## src/rtl/lsu_pkg.sv

```systemverilog
// Shared encodings, FSM states and request payload for the load/store unit.
package lsu_pkg;

    localparam int unsigned XLEN = 32;

    localparam logic [1:0] SZ_BYTE = 2'b00;
    localparam logic [1:0] SZ_HALF = 2'b01;
    localparam logic [1:0] SZ_WORD = 2'b10;

    typedef enum logic [1:0] {
        IDLE = 2'b00,
        RD   = 2'b01,
        WR   = 2'b10,
        RSP  = 2'b11
    } lsu_state_t;

    typedef struct packed {
        logic            store;
        logic [1:0]      size;
        logic            is_unsigned;
        logic [1:0]      lane;
        logic [XLEN-1:0] wdata;
    } lsu_req_t;

    // Size 2'b11 is checked like a word access.
    function automatic logic misaligned(input logic [1:0] size, input logic [1:0] lo);
        logic bad;
        case (size)
            SZ_BYTE: bad = 1'b0;
            SZ_HALF: bad = lo[0];
            default: bad = (lo != 2'b00);
        endcase
        return bad;
    endfunction

endpackage

```

## src/rtl/lsu_lane_unit.sv

```systemverilog
// Byte/half lane steering: store merge into a read word and load extraction with extension.
module lsu_lane_unit
    import lsu_pkg::*;
(
    input  logic [1:0]      size,
    input  logic [1:0]      addr,
    input  logic            is_unsigned,
    input  logic [XLEN-1:0] wdata,
    input  logic [XLEN-1:0] rword,
    output logic [XLEN-1:0] merged,
    output logic [XLEN-1:0] ldata
);

    logic [7:0]  byte_v;
    logic [15:0] half_v;
    logic [4:0]  byte_sh;

    always_comb begin
        byte_sh = {addr, 3'b000};
        byte_v  = rword[byte_sh +: 8];
        half_v  = addr[1] ? rword[31:16] : rword[15:0];
        merged  = rword;
        ldata   = rword;
        case (size)
            SZ_BYTE: begin
                merged[byte_sh +: 8] = wdata[7:0];
                ldata = is_unsigned ? {24'h0, byte_v} : {{24{byte_v[7]}}, byte_v};
            end
            SZ_HALF: begin
                if (addr[1]) begin
                    merged[31:16] = wdata[15:0];
                end else begin
                    merged[15:0] = wdata[15:0];
                end
                ldata = is_unsigned ? {16'h0, half_v} : {{16{half_v[15]}}, half_v};
            end
            default: begin
                merged = wdata;
                ldata  = rword;
            end
        endcase
    end

endmodule

```

## src/rtl/load_store_unit.sv

```systemverilog
// Load/store unit: sub-word accesses onto a word-wide memory, RMW for sub-word stores.
// Define LSU_MISALIGN_CHECK_EN to enable misalignment / range error reporting.
module load_store_unit
    import lsu_pkg::*;
#(
    parameter int unsigned MEM_BYTES = 1024
) (
    input  logic            clk,
    input  logic            rst,
    input  logic            req_valid,
    output logic            req_ready,
    input  logic            req_we,
    input  logic [1:0]      req_size,
    input  logic            req_unsigned,
    input  logic [XLEN-1:0] req_addr,
    input  logic [XLEN-1:0] req_wdata,
    output logic            rsp_valid,
    output logic [XLEN-1:0] rsp_rdata,
    output logic            rsp_err,
    output logic            mem_write_en,
    output logic [XLEN-1:0] mem_addr,
    output logic [XLEN-1:0] mem_w_data,
    input  logic [XLEN-1:0] mem_r_data
);

    localparam logic [XLEN-1:0] OFFSET_MASK = XLEN'(MEM_BYTES - 1);
    localparam logic [XLEN-1:0] WORD_MASK   = XLEN'(MEM_BYTES - 4);

    lsu_state_t      state;
    lsu_req_t        req_q;
    logic            wr_q;
    logic            req_err_c;
    logic            sub_word_c;
    logic [XLEN-1:0] word_addr_c;
    logic [XLEN-1:0] merged_c;
    logic [XLEN-1:0] ldata_c;

    // Offset wraps inside the memory; upper bits pass through untouched.
    assign word_addr_c = (req_addr & ~OFFSET_MASK) | (req_addr & WORD_MASK);
    assign sub_word_c  = (req_size == SZ_BYTE) || (req_size == SZ_HALF);

`ifdef LSU_MISALIGN_CHECK_EN
    assign req_err_c = misaligned(req_size, req_addr[1:0]) || (req_addr >= XLEN'(MEM_BYTES));
`else
    assign req_err_c = 1'b0;
`endif

    // A reset landing in the write cycle must not commit the write.
    assign mem_write_en = wr_q & ~rst;

    lsu_lane_unit u_lane (
        .size        (req_q.size),
        .addr        (req_q.lane),
        .is_unsigned (req_q.is_unsigned),
        .wdata       (req_q.wdata),
        .rword       (mem_r_data),
        .merged      (merged_c),
        .ldata       (ldata_c)
    );

    // Sequencer with all outputs registered on the state transitions.
    always_ff @(posedge clk) begin
        if (rst) begin
            state      <= IDLE;
            req_q      <= '0;
            wr_q       <= 1'b0;
            req_ready  <= 1'b1;
            rsp_valid  <= 1'b0;
            rsp_rdata  <= '0;
            rsp_err    <= 1'b0;
            mem_addr   <= '0;
            mem_w_data <= '0;
        end else begin
            case (state)
                IDLE: begin
                    if (req_valid) begin
                        req_ready         <= 1'b0;
                        req_q.store       <= req_we;
                        req_q.size        <= req_size;
                        req_q.is_unsigned <= req_unsigned;
                        req_q.lane        <= req_addr[1:0];
                        req_q.wdata       <= req_wdata;
                        if (req_err_c) begin
                            state     <= RSP;
                            rsp_valid <= 1'b1;
                            rsp_err   <= 1'b1;
                            rsp_rdata <= '0;
                        end else if (req_we && !sub_word_c) begin
                            state      <= WR;
                            wr_q       <= 1'b1;
                            mem_addr   <= word_addr_c;
                            mem_w_data <= req_wdata;
                        end else begin
                            state    <= RD;
                            mem_addr <= word_addr_c;
                        end
                    end
                end
                RD: begin
                    if (req_q.store) begin
                        state      <= WR;
                        wr_q       <= 1'b1;
                        mem_w_data <= merged_c;
                    end else begin
                        state     <= RSP;
                        rsp_valid <= 1'b1;
                        rsp_rdata <= ldata_c;
                        mem_addr  <= '0;
                    end
                end
                WR: begin
                    state      <= RSP;
                    wr_q       <= 1'b0;
                    mem_addr   <= '0;
                    mem_w_data <= '0;
                    rsp_valid  <= 1'b1;
                    rsp_rdata  <= '0;
                end
                default: begin
                    state     <= IDLE;
                    req_ready <= 1'b1;
                    rsp_valid <= 1'b0;
                    rsp_err   <= 1'b0;
                    rsp_rdata <= '0;
                end
            endcase
        end
    end

endmodule

```

## config.mk

```make
export PLATFORM = sky130hd
export DESIGN_NAME = load_store_unit
export DESIGN_NICKNAME = d
export VERILOG_FILES = /design/src/rtl/lsu_pkg.sv /design/src/rtl/lsu_lane_unit.sv /design/src/rtl/load_store_unit.sv
export SDC_FILE = /design/constraint.sdc
export NUM_CORES = 1
export LEC_CHECK = 0
export ABC_CLOCK_PERIOD_IN_PS = 3050
export CORE_ASPECT_RATIO = 0.5
export CORE_MARGIN = 4
export CORE_UTILIZATION = 47
export DETAILED_ROUTE_END_ITERATION = 6
export PLACE_DENSITY = 0.78
export SLEW_MARGIN = 20
export SYNTH_ARGS = -nofsm -noshare
export SYNTH_HDL_FRONTEND = slang
export SYNTH_SLANG_ARGS = --single-unit
```

## constraint.sdc

```tcl
create_clock -name clk -period 3.05 [get_ports clk]
set_clock_uncertainty 0.2 [all_clocks]
set_input_delay 0.4575 -clock clk [delete_from_list [all_inputs] [get_ports clk]]
set_output_delay 0.4575 -clock clk [all_outputs]
set_load 0.05 [all_outputs]
```

# ---- Word-level counts from Yosys, hierarchy flattened
# Cells that the tools add are included.
dict set report classes {
  n_div 0
  eq_ne 8
  multipliers 0
  reduce_logical 13
  n_mux 29
  order_cmp 0
  bitwise_logic 5
  shifts 3
  addsub 1
}
# cell count
set ops {}
lappend ops {{32-bit 2-to-1 mux} 8}
lappend ops {{32-bit one-hot mux with 2 select lines} 3}
lappend ops {{32-bit one-hot mux with 3 select lines} 2}
lappend ops {{16-bit 2-to-1 mux} 3}
lappend ops {{32-bit bitwise mux} 1}
lappend ops {{32-bit by 10-bit bitwise OR with 32-bit output} 1}
lappend ops {{8-bit by 7-bit variable shift with 32-bit output (first input constant)} 1}
lappend ops {{32-bit by 6-bit variable part select with 8-bit output} 1}
lappend ops {{8-bit by 7-bit variable part select with 32-bit output} 1}
lappend ops {{2-bit != test (second input constant)} 4}
lappend ops {{5-bit negator with 7-bit output} 1}
lappend ops {{2-bit by 1-bit == test with 1-bit output (second input constant)} 3}
lappend ops {{2-bit zero test} 3}
lappend ops {{1-bit 2-to-1 mux} 6}
lappend ops {{1-bit one-hot mux with 3 select lines} 2}
lappend ops {{2-bit one-hot mux with 3 select lines} 1}
lappend ops {{2-bit AND reduction} 3}
lappend ops {{2-bit 2-to-1 mux} 2}
lappend ops {{4-bit AND reduction} 1}
lappend ops {{1-bit inverter} 3}
lappend ops {{3-bit AND reduction} 1}
lappend ops {{3-bit nonzero test} 1}
lappend ops {{2-bit == test (second input constant)} 1}
lappend ops {{1-bit one-hot mux with 2 select lines} 1}
lappend ops {{other kinds (5)} 5}
dict set report totals {
  mem_bits_rw 0
  mem_bits_ro 0
  memories 0
  regBits 139
  out_inout_bits 100
  latchBits 0
  input_bits 103
}

# ---- Depth between registers and ports, before layout
dict set report depth {
  depth_word 7
  depth_mapped 9
  mapped_depth_nobuf 6
}

# ---- Modules after synthesis
# From an unflattened synthesis, not the netlist that was laid out.
dict set report unflattened {
  cells_unflattened 916
  hier_area_um2 7699.9
}
# module area_per_inst_um2 n_inst seq_area_each_um2 cells_per_inst
set modules_own_cells {}
lappend modules_own_cells {load_store_unit 5965.7 1 2742.6 682}
lappend modules_own_cells {lsu_lane_unit 1734.2 1 0.0 234}

# ---- Least setup slack after synthesis
# Ideal clock, no wire load.
dict set report synth_timing {
  kind {flip-flop to flip-flop}
  startpoint {register req_q[32] (netlist bit)}
  endpoint {register mem_w_data[2]}
  t_required_ns 2.771
  arrival_time_ns 2.318
  setup_ns 0.079
  setup_slack_ns 0.453
  path_stages_with_launch 8
  cell_sequence {dfxtp_1 > buf_2 > inv_1 > ha_1 > or4b_4 > a31oi_4 > a222oi_1 > a211oi_2}
}
dict set report synth_between {
  elab_chain_cells 6
  elab_cells_between_ends 7
  classes_between {add/sub: 1; shift: 2; mux: 4}
}
# element line
set synth_lines {}
lappend synth_lines {{from (decl)} load_store_unit.sv:30} ;# lsu_req_t req_q;
lappend synth_lines {{5-bit negator with 7-bit output (*)} lsu_lane_unit.sv:26} ;# merged[byte_sh +: 8] = wdata[7:0];
lappend synth_lines {{8-bit by 7-bit variable part select with 32-bit output or 8-bit by 7-bit variable shift with 32-bit output (tied branches)} lsu_lane_unit.sv:26}
lappend synth_lines {{32-bit bitwise mux (*)} lsu_lane_unit.sv:26}
lappend synth_lines {{32-bit one-hot mux with 2 select lines (*)} lsu_lane_unit.sv:24} ;# case (size)
lappend synth_lines {{32-bit 2-to-1 mux (*)} load_store_unit.sv:100} ;# if (req_q.store) begin
lappend synth_lines {{32-bit one-hot mux with 3 select lines (*)} load_store_unit.sv:74} ;# case (state)
lappend synth_lines {{to (signal assigned)} load_store_unit.sv:92} ;# mem_w_data <= req_wdata;
lappend synth_lines {{to (signal assigned)} load_store_unit.sv:103} ;# mem_w_data <= merged_c;
lappend synth_lines {{to (decl)} load_store_unit.sv:22} ;# output logic [XLEN-1:0] mem_w_data,
# Every way passes the cells marked *; elsewhere a longest branch is shown, timed or not. The select of a mux whose other input is x is not followed.
# A chain may end at the register's enable or synchronous reset.

# ---- Worst setup path in the final report
dict set report layout_timing {
  startpoint {register state[0]}
  endpoint {register mem_w_data[1]}
}
dict set report layout_between {
  elab_chain_cells 3
  elab_cells_between_ends 9
  classes_between {eq/ne: 5; mux: 1; reduce/logical: 3}
}
# element line
set layout_lines {}
lappend layout_lines {{from (decl)} load_store_unit.sv:29} ;# lsu_state_t state;
lappend layout_lines {{from (signal assigned)} load_store_unit.sv:64} ;# state <= IDLE;
lappend layout_lines {{from (signal assigned)} load_store_unit.sv:84} ;# state <= RSP;
lappend layout_lines {{from (signal assigned)} load_store_unit.sv:89} ;# state <= WR;
lappend layout_lines {{2-bit by 1-bit == test with 1-bit output (tied with other cells)} load_store_unit.sv:74}
lappend layout_lines {{2-bit != test (no source line) or 3-bit nonzero test (tied branches)} -}
lappend layout_lines {{4-bit AND reduction (no source line)} -}
# Parallel ways exist; a longest one is shown, timed or not.

==> results.md <==
* Clock Latency Late Sink at 0.42 ns
* CP endpoint kind: flip-flop
* Avg WL per Cell at 20.4 µm
* First-pass DRT Iterations at 7
* Min Tclk post-route at 2.59 ns
* Post-DP HPWL at 16.4 mm
* Initial antenna violation count at 0
* First-pass GRT wire length at 35.3 mm
* Post-synth EDFFs at 0
* Row count at 30
* Synthesis-to-layout area growth at 42.1%
* Die ar. at 15,900 µm²
* Share of cells above drive strength 1 at 10.3%
* Fillers at 1,076
* WP data required at 3.17 ns
* Syn Std Cell Area at 6510 µm²
* Pwr Density at 1040 nW/µm²
* Slew @ Worst Pin at 1.00 ns
* Leak at 3.32 nW
* Post-synthesis adder-cell area fraction at 1.73%
* Pins Over Slew Limit at 0
* Clock root buffer: clkbuf_16
* Drc violations at 2
* Peak supply drop at 0.652 mV
* Crit path max-delay family: compound AO/OA/AOI/OAI gates
* Worst slew margin at 32.9%
* Worst-path maximum fanout at 8
* Post-Synth Simple-Gate Area at 18.6%
* Register bit total from synthesis at 137
* Largest area contributor in the netlist: dfxtp_1
* Max_cap viols at 0
* Yosys warnings at 0
* Failing checks: design-rule violations
* Post-synthesis area per instance at 8.70 µm²
* Critical path type: flip-flop to flip-flop
* Port bufs at 199
* Max Freq at 386 MHz
* Synth top cells by count: dfxtp_1 (137), nand2_1 (136), a21oi_1 (76)
* ANT nets after route at 0
* CTS buffer count at 17
* Core Footprint at 13,600 µm²
* Post-Route Setup TNS at 0 ns
* Clk slew on worst S/H paths at 0.06 ns
* Initial DRC Count at 774
* Crit-path max cell delay at 0.87 ns
* Ports at 203
* Area share of the largest cell type after synthesis at 42.2%
* Buf+Inv Stages, Crit Path at 1
* CTS max path bufs at 2
* CP Launch Type: flip-flop
* Setup slack at placement at 0.506 ns
* Sequential area share after synthesis at 42.2%
* CTS-repair resized insts at 0
* Antenna Cells at 0
* Outcome: complete, but fails checks
* Synth Instances at 748
* Hold Vio Cnt, Final at 0
* Fraction of registers with async set/reset at 0%
* Number of vias per cell at 5.99
* TritonCTS clock tree: yes
* Grt total ovfl at 0
* Largest net degree at the start of global routing at 59
* Vias in the first global route at 6,373
* Synth cell types at 55
* Setup violations, final at 0
* GPL Wtd Cong at 0.941
* Tot GR Track Use at 27.8%
* CP startpoint: state[0]
* Most frequent cell after synthesis: dfxtp_1
* Final Net Count at 1,030
* Primary FF master, synth: dfxtp_1
* Die Y at 91.2 µm
* Initial Util at 48.0%
* Clock sinks at 137
* Hold_ws at 0.250 ns
* Combinational family with the most area after synthesis: compound AO/OA/AOI/OAI gates
* Compound-Gate Fraction of Synth Area at 26.2%
* Worst r2r src: state[0]
* Routed via count at 6,720
* H-tree depth at 4
* CP cell instances: inv_1 > ha_1 > nand2_1 > a2111oi_2 > a222oi_1 > a211oi_1
* Die X at 174 µm
* Synth area leaders: dfxtp_1 (42%), nand2_1 (7.8%), a21oi_1 (5.8%)
* Setup Fix Bufs, Post-CTS at 0
* Final wirelength at 22.9 mm
* Hold Crit Start: mem_addr[20]
* XOR/XNOR Fraction of Synth Area at 0%
* CP arrival at 2.71 ns
* Hold buffers post-CTS at 0
* Fin worst setup slack at 0.457 ns
* Period utilization at 85.0%
* RSZ-0062 raised after global routing: no
* Mux cell area share after synthesis at 4.98%
* Hold WC Path Type: flip-flop to flip-flop
* Slowest-stage cell, CP: a2111oi_2
-- layer usage --
layer	track usage, %	wire [µm]	up-vias
met5	0	0	-
met4	8.43	385	0
met3	8.99	2700	38
met2	43.7	10300	345
met1	36.7	9500	3254
li1	-	-	3083
-- per-stage QoR --
stage / instance area (µm²) / std cells / utilization (%) / power [mW]
2_1_floorplan: 6510 / 750 / - / 5.79
3_3_place_gp: 8610 / 1091 / 63.5 / 7.23
3_5_place_dp: 8610 / 1091 / 63.5 / 7.31
4_1_cts: 9240 / 1122 / 68.2 / 9.56
5_1_grt: 9240 / 1122 / 68.2 / 10.0
6_report: 9240 / 1122 / 68.2 / 9.59
-- flip-flops by register name, summed over array words and instances (netlist names) --
register / flops
rsp_rdata: 32
mem_addr: 30
rsp_valid: 1
state: 2
req_ready: 1
wr_q: 1
mem_w_data: 32
req_q: 38
-- placed cells by master, fill, tap and decap left out, drive strengths merged, types with 15 or more instances in the layout --
cell type / instances
clkdlybuf4s50: 198
dfxtp: 137
nand2: 136
a21oi: 76
nand3: 47
a221o: 27
inv: 24
nor2: 24
o21ai: 24
buf: 20
clkbuf: 20
a211oi: 19
nand2b: 18
o22ai: 16
a222oi: 15
o221ai: 15
nor2b: 15
-- area by class of cell --
type / count / area [µm²] / share of cell area [%]
Clock buffer: 20 / 437 / 4.72
Clock inverter: 11 / 198 / 2.14
Inverter: 24 / 90.1 / 0.975
Multi-Input combinational cell: 520 / 3390 / 36.7
Sequential cell: 137 / 2740 / 29.7
Tap cell: 192 / 240 / 2.60
Timing Repair Buffer: 218 / 2140 / 23.2
-- cell families (layout without fill, tap and decap cells) --
group	count (synthesis)	in the layout
DFF	137	137
adders and majority gates	9	9
other	1	3
and+or+nand+nor	256	256
buffers and inverters	93	273
muxes	22	22
AOI/OAI and AO/OA	230	230
-- report_power, final --
group	switching (mW)	total [mW]	leakage [nW]	internal (mW)
clock	0.806	2.26	0.304	1.45
sequential	0.338	2.60	1.12	2.27
combinational	3.11	4.73	1.90	1.63
total	4.25	9.59	3.32	5.34
-- final timing paths --
kind / cells after the start / endpoint / slack [ns]
setup reg to reg: 6 / mem_w_data[1] / 0.46
setup / recovery: 6 / mem_w_data[1] / 0.46
hold reg to reg: 2 / mem_addr[20] / 0.25
hold / removal: 2 / mem_addr[20] / 0.25
-- worst min-delay path: cells and delay by family, from the launching register on --
kind	cells	cell delay (ns)
AOI/OAI and AO/OA	1	0.05
DFF	1	0.31
and+or+nand+nor	1	0.05
Note: power is estimated with default switching activity, not from simulation.
